`src/rtl/seq_stack.sv`:
```
// Instruction sequencer: decodes one instruction per enabled cycle, drives the next
// address and output-register writes, with a hardware return stack and sticky error state.
module seq_stack #(
    parameter int unsigned AddrWidth   = 8,
    parameter int unsigned DataWidth   = 8,
    parameter int unsigned CmdWidth    = 4,
    parameter int unsigned InRegCount  = 4,
    parameter int unsigned OutRegCount = 8,
    parameter int unsigned StackDepth  = 4,
    localparam int unsigned ISelW      = (InRegCount > 1) ? $clog2(InRegCount) : 1,
    localparam int unsigned OSelW      = (OutRegCount > 1) ? $clog2(OutRegCount) : 1,
    localparam int unsigned InstWidth  = 4 + 1 + OSelW + CmdWidth + DataWidth
) (
    input  logic                             clock,
    input  logic                             reset,
    input  logic [InstWidth-1:0]             inst,
    input  logic                             inst_en,
    input  logic [InRegCount*DataWidth-1:0]  ireg,
    output logic [AddrWidth-1:0]             next,
    output logic [CmdWidth+DataWidth-1:0]    oreg,
    output logic [OutRegCount-1:0]           oreg_wen,
    output logic                             error
);

    localparam int unsigned SpW  = $clog2(StackDepth + 1);
    localparam int unsigned PtrW = (StackDepth > 1) ? $clog2(StackDepth) : 1;

    localparam logic [3:0] OP_NO = 4'd0;
    localparam logic [3:0] OP_CI = 4'd1;
    localparam logic [3:0] OP_CR = 4'd2;
    localparam logic [3:0] OP_JI = 4'd3;
    localparam logic [3:0] OP_JR = 4'd4;
    localparam logic [3:0] OP_JZ = 4'd5;
    localparam logic [3:0] OP_JN = 4'd6;
    localparam logic [3:0] OP_CA = 4'd7;
    localparam logic [3:0] OP_RT = 4'd8;
    localparam logic [3:0] OP_WZ = 4'd9;

    typedef enum logic {
        RUN,
        ERROR
    } state_t;

    state_t                          state_q, state_d;
    logic [AddrWidth-1:0]            next_d, next_inc_c, addr_c;
    logic [CmdWidth+DataWidth-1:0]   oreg_d;
    logic [OutRegCount-1:0]          wen_d;
    logic [SpW-1:0]                  sp_q, sp_d;
    logic                            push_c;
    logic [AddrWidth-1:0]            stack_q [StackDepth];
    logic [3:0]                      op_c;
    logic [OSelW-1:0]                osel_c;
    logic [CmdWidth-1:0]             cmd_c;
    logic [DataWidth-1:0]            data_c;
    logic [ISelW-1:0]                isel_c;
    logic [DataWidth-1:0]            ireg_sel_c;

    assign op_c       = inst[InstWidth-1 -: 4];
    assign osel_c     = inst[DataWidth+CmdWidth +: OSelW];
    assign cmd_c      = inst[DataWidth +: CmdWidth];
    assign data_c     = inst[DataWidth-1:0];
    assign isel_c     = inst[ISelW-1:0];
    assign addr_c     = inst[InstWidth-5 -: AddrWidth];
    assign next_inc_c = AddrWidth'(next + 1'b1);

    // Input register mux; out-of-range selects read as zero
    always_comb begin
        ireg_sel_c = '0;
        for (int k = 0; k < int'(InRegCount); k++) begin
            if (isel_c == ISelW'(k)) ireg_sel_c = ireg[k*DataWidth +: DataWidth];
        end
    end

    // Next-state and decode; any fault freezes next/oreg/stack and enters ERROR
    always_comb begin
        state_d = state_q;
        next_d  = next;
        oreg_d  = oreg;
        wen_d   = '0;
        sp_d    = sp_q;
        push_c  = 1'b0;
        if (state_q == RUN && inst_en) begin
            next_d = next_inc_c;
            case (op_c)
                OP_NO: ;
                OP_CI: begin
                    oreg_d = {cmd_c, data_c};
                    wen_d  = OutRegCount'(1) << osel_c;
                end
                OP_CR: begin
                    oreg_d = {cmd_c, ireg_sel_c};
                    wen_d  = OutRegCount'(1) << osel_c;
                end
                OP_JI: next_d = addr_c;
                OP_JR: next_d = AddrWidth'(ireg_sel_c);
                OP_JZ: if (ireg_sel_c == '0) next_d = addr_c;
                OP_JN: if (ireg_sel_c != '0) next_d = addr_c;
                OP_CA: begin
                    if (sp_q == SpW'(StackDepth)) begin
                        state_d = ERROR;
                        next_d  = next;
                    end else begin
                        push_c = 1'b1;
                        sp_d   = SpW'(sp_q + 1'b1);
                        next_d = addr_c;
                    end
                end
                OP_RT: begin
                    if (sp_q == '0) begin
                        state_d = ERROR;
                        next_d  = next;
                    end else begin
                        sp_d   = SpW'(sp_q - 1'b1);
                        next_d = stack_q[PtrW'(sp_q - 1'b1)];
                    end
                end
                OP_WZ: if (ireg_sel_c == '0) next_d = next;
                default: begin
                    state_d = ERROR;
                    next_d  = next;
                end
            endcase
        end
    end

    // State and output registers
    always_ff @(posedge clock or posedge reset) begin
        if (reset) begin
            state_q  <= RUN;
            next     <= '0;
            oreg     <= '0;
            oreg_wen <= '0;
            error    <= 1'b0;
            sp_q     <= '0;
        end else begin
            state_q  <= state_d;
            next     <= next_d;
            oreg     <= oreg_d;
            oreg_wen <= wen_d;
            error    <= (state_d == ERROR);
            sp_q     <= sp_d;
        end
    end

    // Return stack storage
    always_ff @(posedge clock or posedge reset) begin
        if (reset) begin
            for (int i = 0; i < int'(StackDepth); i++) stack_q[i] <= '0;
        end else if (push_c) begin
            stack_q[PtrW'(sp_q)] <= next_inc_c;
        end
    end

endmodule
```
`config.mk`:
```
export PLATFORM = sky130hd
export DESIGN_NAME = seq_stack
export DESIGN_NICKNAME = d
export VERILOG_FILES = /design/src/rtl/seq_stack.sv
export SDC_FILE = /design/constraint.sdc
export NUM_CORES = 1
export LEC_CHECK = 0
export BUFFER_PORTS_ARGS = -buffer_cell sky130_fd_sc_hd__buf_2
export CORE_MARGIN = 10
export CORE_UTILIZATION = 40
export DETAILED_ROUTE_END_ITERATION = 10
export PLACE_DENSITY = 0.66
export SETUP_SLACK_MARGIN = 0.05
export SYNTH_ARGS = -nofsm -noshare
export SYNTH_HDL_FRONTEND = slang
export SYNTH_SLANG_ARGS = --single-unit
export TNS_END_PERCENT = 10
```
`constraint.sdc`:
```
create_clock -name clock -period 3.85 [get_ports clock]
set_input_delay 0.1925 -clock clock [delete_from_list [all_inputs] [get_ports clock]]
set_output_delay 0.1925 -clock clock [all_outputs]
set_load 0.005 [all_outputs]
```
==> out/summary.txt, run 1 <==
ANT nets after route = 0
Layout Cells excl Fill = 561
# diodes = 0
# resized after CTS = 0
cell with the most instances after synthesis = dfrtp_1
Congestion Overflow GR = 0
Synth area leaders = dfrtp_1 (43%), mux4_2 (9.7%), a21oi_1 (5.8%), nor2_1 (4.0%), nand2_1 (2.8%)
RD Place Congestion = 0.850
crit start category = primary input
period utilization = 69.1%
layout cell share with drive strength beyond 1 = 28.2%
initial antenna violation count = 0
Final Max Tran Viols = 0
via count = 3114
Power Total = 0.00192 W
routed wire length = 10200 um
clk slew on worst S/H paths = 0.09 ns
Port Buffer Count = 83
Fin Clk Skew = 0.0125 ns
Crit path largest cell delay = 0.58 ns
number of hold violations in the final report = 0
H-tree Lvls = 3
crit path max-delay cell type = mux4_2
Die Span Y = 116 um
TritonCTS clock tree = yes
Reg-to-Reg Start = sp_q[0]$_DFFE_PP0P_
Fillers = 877
critical path endpoint category = register
FF-to-FF setup slack = 1.21 ns
clk buf depth = 2
Cell Chain, Critical Path = buf_2, mux4_2, or4_4, or2_1, o21ai_4, nor2_2, a221oi_1
post-synth top area share = 43.0%
Rel. slew slack = 41.8%
pwr dens = 432 nW/um2
measured slew at the worst slew-check pin = 0.872 ns
largest net degree at the start of global routing = 42
Remaining DRCs = 0
Net count, final = 507
max cap viols = 0
Die Width = 116 um
Post-synth top cells = dfrtp_1 (64), a21oi_1 (43), nor2_1 (40), nand2_1 (28), clkbuf_1 (18)
Worst Reg-to-Reg Cells = 8
die footprint = 13600 um2
DP Wirelength = 7870 um
Yosys reg bits = 64
Final min period = 2.66 ns
ys flop type = dfrtp_1
initial core utilization = 40.7%
Worst Path Buf+Inv = 1
CORE AREA = 9150 um2
placed instance area = 4190 um2
critical path required time = 4.11 ns
Post-synth EDFFs = 0
Hold Crit Class = in2async
delay-heaviest family, CP = simple AND/OR/NAND/NOR gates
syn nets = 434
root buffer cell = clkbuf_8
cts-stage hold buffer count = 0
row cnt = 35
vias in the first global route = 3176
Setup TNS = 0 ns
area leader, netlist = dfrtp_1
Synth-to-Final Area Change = 19.1%
post-synthesis average cell area = 10.0 um2
crit path DAT = 2.92 ns
Leak = 2.07 nW
Setup CP Type = in2reg
status = complete, no violations
pre-CTS WS = 0.824 ns
Async SR Flop Fraction = 100%
Total Routing Usage GR = 15.6%
Yosys cell types = 51
Ports = 84
CP Depth = 7
Yosys Warn Count = 0
fmax = 376 MHz
clock sink count = 64
DR iter-0 viols = 151
Gate Count Post-Synth = 372
final instance area = 4440 um2
setup violators final = 0
PnR worst setup slack = 1.19 ns
Routed WL per cell = 18.2 um
Worst-Skew Late Latency = 0.35 ns
Worst R2R End = next[5]$_DFFE_PP0P_
Placed Cells = 545
Mapped Area = 3720 um2
vias per cell = 5.55
register area share after synthesis = 43.0%
global-route wire length before repair = 16300 um
RSZ-0062 raised after global routing = false
Post-CTS Setup Repair Bufs = 0
Worst VDD drop = 0.261 mV
DRT Pass-1 Iters = 4
CP max FO = 19
CTS Buf Count = 9
worst max path at each step:
stage                                   start                 endpoint  slack (ns)
after floorplan           sp_q[0]$_DFFE_PP0P_      next[5]$_DFFE_PP0P_        1.12
after detailed placement              inst[0]      next[2]$_DFFE_PP0P_        0.82
after global placement                inst[0]      next[0]$_DFFE_PP0P_        0.87
final                                 inst[0]      next[0]$_DFFE_PP0P_        1.19
after CTS                             inst[0]      next[0]$_DFFE_PP0P_        1.18
after global routing      sp_q[0]$_DFFE_PP0P_  stack_q[25]$_DFFE_PP0P_        0.97
where the power goes:
part           switching, W  internal, W
Clock              0.000291     0.000438
Sequential        0.0000606     0.000719
Combinational      0.000236     0.000172
Total              0.000588      0.00133
layer usage:
metal / vias to the layer above / GRT usage [%] / share of wire (%)
met5: - / 0 / 0
met1: 1515 / 18.6 / 41
met2: 75 / 27.2 / 52
li1: 1509 / - / -
met4: 0 / 4.09 / 1.6
met3: 15 / 4.11 / 5.6
cells by family after synthesis:
logic type / count (synthesis) / share of synthesized area, %
buffers and inverters: 34 / 4.07
AND/OR/NAND/NOR: 115 / 14.7
AO/OA/AOI/OAI: 108 / 18.7
flip-flops: 64 / 43.0
multiplexers: 34 / 14.8
XOR/XNOR: 10 / 2.35
adder cells (fa/ha/maj): 7 / 2.35
flip-flops by register name, summed over array words and instances (netlist names):
signal and cells:
next 8, oreg 12, oreg_wen 8, sp_q 3, stack_q 32, state_q 1
area by class of cell:
cell class	instances	area (um2)	area share, %
inverter	10	37.5	0.846
clock buffer	9	124	2.79
multi-input combinational	274	1970	44.4
timing repair buffer	86	438	9.87
clock inverter	7	125	2.82
tap	111	139	3.13
sequential	64	1600	36.1
placed cells by master, fill, tap and decap left out, types with 3 or more instances in the layout:
master     instances
ha_1               7
dfrtp_1           64
o21ai_1           17
a221oi_1           6
and2_1             7
a21o_1             3
bufinv_16          3
mux2_1             8
mux2i_1           10
o221ai_1           4
nand2b_1           6
inv_6              3
a22o_1             4
nor2b_1            5
nor2_1            40
nor3_1             9
o22ai_1            4
nand2_1           28
buf_2             83
buf_4              3
mux4_2            16
a21oi_1           43
clkbuf_8           9
o21ai_0            9
inv_1              8
and3_1             5
xnor2_1            6
nand3_1            4
xor2_1             4
per-stage QoR:
stage               util (%)  hold WS [ns]
global placement        45.7         0.417
CTS                     48.5        0.0450
global route            48.5        0.0881
floorplan                  -         0.262
finish                  48.5        0.0125
detailed placement      45.7         0.424
Power figures use the tool's default switching activity.
==> run 2, diff against run 1 <==
==> constraint.sdc (replaced) <==
create_clock -name clock -period 2.6 [get_ports clock]
set_input_delay 0.13 -clock clock [delete_from_list [all_inputs] [get_ports clock]]
set_output_delay 0.13 -clock clock [all_outputs]
set_load 0.005 [all_outputs]
==> run 2 against run 1 <==
Effect of this change: total power is 42% higher; largest power group unchanged; via count grew 2.4%; worst hold slack better by 0.044 ns; flip-flop and latch count did not move; utilization increased by 1.8 points; global-route usage grew 0.069 points.
==> out/summary.txt, run 2 (same netlist as run 1, synthesis figures left out) <==
highest-count cells in the layout ignoring fill and taps = buf_2 (83), dfrtp_1 (64), a21oi_1 (43)
measured slew at the worst slew-check pin = 0.843 ns (-0.0289 ns)
vias per cell = 5.43 (-2.1%)
Leak = 2.17 nW (+5.0%)
DR iter-0 viols = 185 (+23%)
Power Total = 0.00272 W (+42%)
Ports = 84 (unchanged)
fmax = 421 MHz
Final min period = 2.37 ns
Final Max Tran Viols = 0 (unchanged)
Regs by FF count = stack_q x32, oreg x12
final instance area = 4600 um2 (+3.7%)
status = complete, no violations
critical path required time = 2.84 ns (-1.27 ns)
crit path max-delay cell type = ha_1
cts-stage hold buffer count = 1 (+1)
RSZ-0062 raised after global routing = false
Crit path largest cell delay = 0.57 ns (about the same)
period utilization = 91.3%
ANT nets after route = 0 (unchanged)
initial core utilization = 40.7% (unchanged)
Routed WL per cell = 17.7 um (-2.8%)
clk slew on worst S/H paths = 0.08 ns (about the same)
DRT Pass-1 Iters = 4 (unchanged)
Die Width = 116 um (unchanged)
setup violators final = 0 (unchanged)
CTS Buf Count = 9 (unchanged)
DP Wirelength = 8110 um (+3.1%)
crit start category = register
PnR worst setup slack = 0.227 ns (-0.962 ns)
critical path endpoint category = register
max cap viols = 0 (unchanged)
# resized after CTS = 0 (unchanged)
Post-CTS Setup Repair Bufs = 0 (unchanged)
Setup CP Type = reg2reg
number of hold violations in the final report = 0 (unchanged)
M1 GR Usage = 18.4% (-0.21 points)
worst hold slack = 0.0564 ns (+0.0438 ns)
RD Place Congestion = 0.861 (+1.3%)
clk buf depth = 2 (unchanged)
Die Span Y = 116 um (unchanged)
Worst VDD drop = 0.219 mV (-16%)
Total Routing Usage GR = 15.7% (+0.069 points)
clock sink count = 64 (unchanged)
TritonCTS clock tree = yes
Hold Crit Class = in2reg
CORE AREA = 9150 um2 (unchanged)
initial antenna violation count = 0 (unchanged)
Worst-Skew Late Latency = 0.35 ns (about the same)
largest net degree at the start of global routing = 41 (-2.4%)
# diodes = 0 (unchanged)
CP max FO = 8 (-11)
die footprint = 13600 um2 (unchanged)
Largest register FFs = 32 (unchanged)
pwr dens = 590 nW/um2 (+37%)
Congestion Overflow GR = 0 (unchanged)
Rel. slew slack = 43.7% (+1.9 points)
GRT busiest layer = met2
Cell Chain, Critical Path = inv_1, ha_1, buf_4, mux4_2, o22ai_1, o221ai_1, a22o_1
via count = 3189 (+2.4%)
routed wire length = 10400 um (+1.8%)
global-route wire length before repair = 16700 um (+2.0%)
Net count, final = 533 (+5.1%)
Remaining DRCs = 0 (unchanged)
Fin Clk Skew = 0.0119 ns (-0.000526 ns)
root buffer cell = clkbuf_8
vias in the first global route = 3308 (+4.2%)
Synth-to-Final Area Change = 23.5%
layout cell share with drive strength beyond 1 = 31.9% (+3.7 points)
Worst Path Buf+Inv = 2 (+1)
crit path DAT = 2.62 ns (-0.30 ns)
top register by number of flip-flops = stack_q
met2 GRT Util = 27.9% (+0.68 points)
placed instance area = 4390 um2 (+4.8%)
Port Buffer Count = 83 (unchanged)
met3 Use GR = 3.44% (-0.67 points)
pre-CTS WS = -0.0814 ns (-0.905 ns)
delay-heaviest family, CP = adder cells
H-tree Lvls = 3 (unchanged)
row cnt = 35 (unchanged)
commonest non-fill, non-tap cell in the layout = buf_2
run 2: cell count changes in the layout (fill, tap and decap cells not counted):
| cell | previous run | this run |
|---|---|---|
| clkinv_2 | 0 | 1 |
| buf_4 | 3 | 27 |
| clkinvlp_4 | 0 | 1 |
| buf_12 | 0 | 1 |
| dlygate4sd3_1 | 0 | 1 |
| bufinv_16 | 3 | 1 |
run 2: metal layers:
| metal | vias up | routed length (um) |
|---|---|---|
| met3 | 13 | 421 |
| met1 | 1552 | 4440 |
| met4 | 0 | 147 |
| met2 | 65 | 5390 |
| li1 | 1559 | - |
| met5 | - | 0 |
run 2: layout make-up:
class                   count  area (um2)
fillers                   836        4550
multi-input cells         274        1970
flip-flops and latches     64        1600
repair buffers            112         648
well taps                 111         139
clock buffers               9         124
clock inverters             7        77.6
inverters                  10        37.5
run 2: path summary, 6_finish.rpt:
check	cells past startpoint	endpoint	start	slack [ns]
setup / recovery	7	next[3]$_DFFE_PP0P_	sp_q[1]$_DFFE_PP0P_	0.23
hold / removal	2	oreg_wen[2]$_DFF_PP0_	inst[12]	0.06
setup reg to reg	7	next[3]$_DFFE_PP0P_	sp_q[1]$_DFFE_PP0P_	0.23
hold reg to reg	2	oreg[3]$_DFFE_PP0P_	oreg[3]$_DFFE_PP0P_	0.48
max in group asynchronous	4	oreg[0]$_DFFE_PP0P_	reset	1.38
min in group asynchronous	3	sp_q[1]$_DFFE_PP0P_	reset	0.50
run 2: stage by stage:
stage | TNS, ns | utilization, % | cells
6_report | 0 | 50.2 | 587
5_1_grt | 0 | 50.2 | 587
4_1_cts | 0 | 50.2 | 587
3_5_place_dp | -0.257 | 47.9 | 570
3_3_place_gp | -0.0503 | 47.9 | 570
2_1_floorplan | 0 | - | 372
run 2: power breakdown:
group          switching (W)  leakage, nW  internal (W)  total, W
Clock               0.000443        0.101      0.000453  0.000896
Sequential         0.0000911        0.862       0.00107   0.00116
Combinational       0.000365         1.21      0.000298  0.000663
Total               0.000899         2.17       0.00182   0.00272
run 2: worst reg2reg max path: cells and delay by family, from the launching register on:
family	cells	cell delay, ns
muxes	1	0.48
buffers and inverters	2	0.30
adders and majority gates	1	0.57
DFF	1	0.38
AOI/OAI and AO/OA	3	0.53
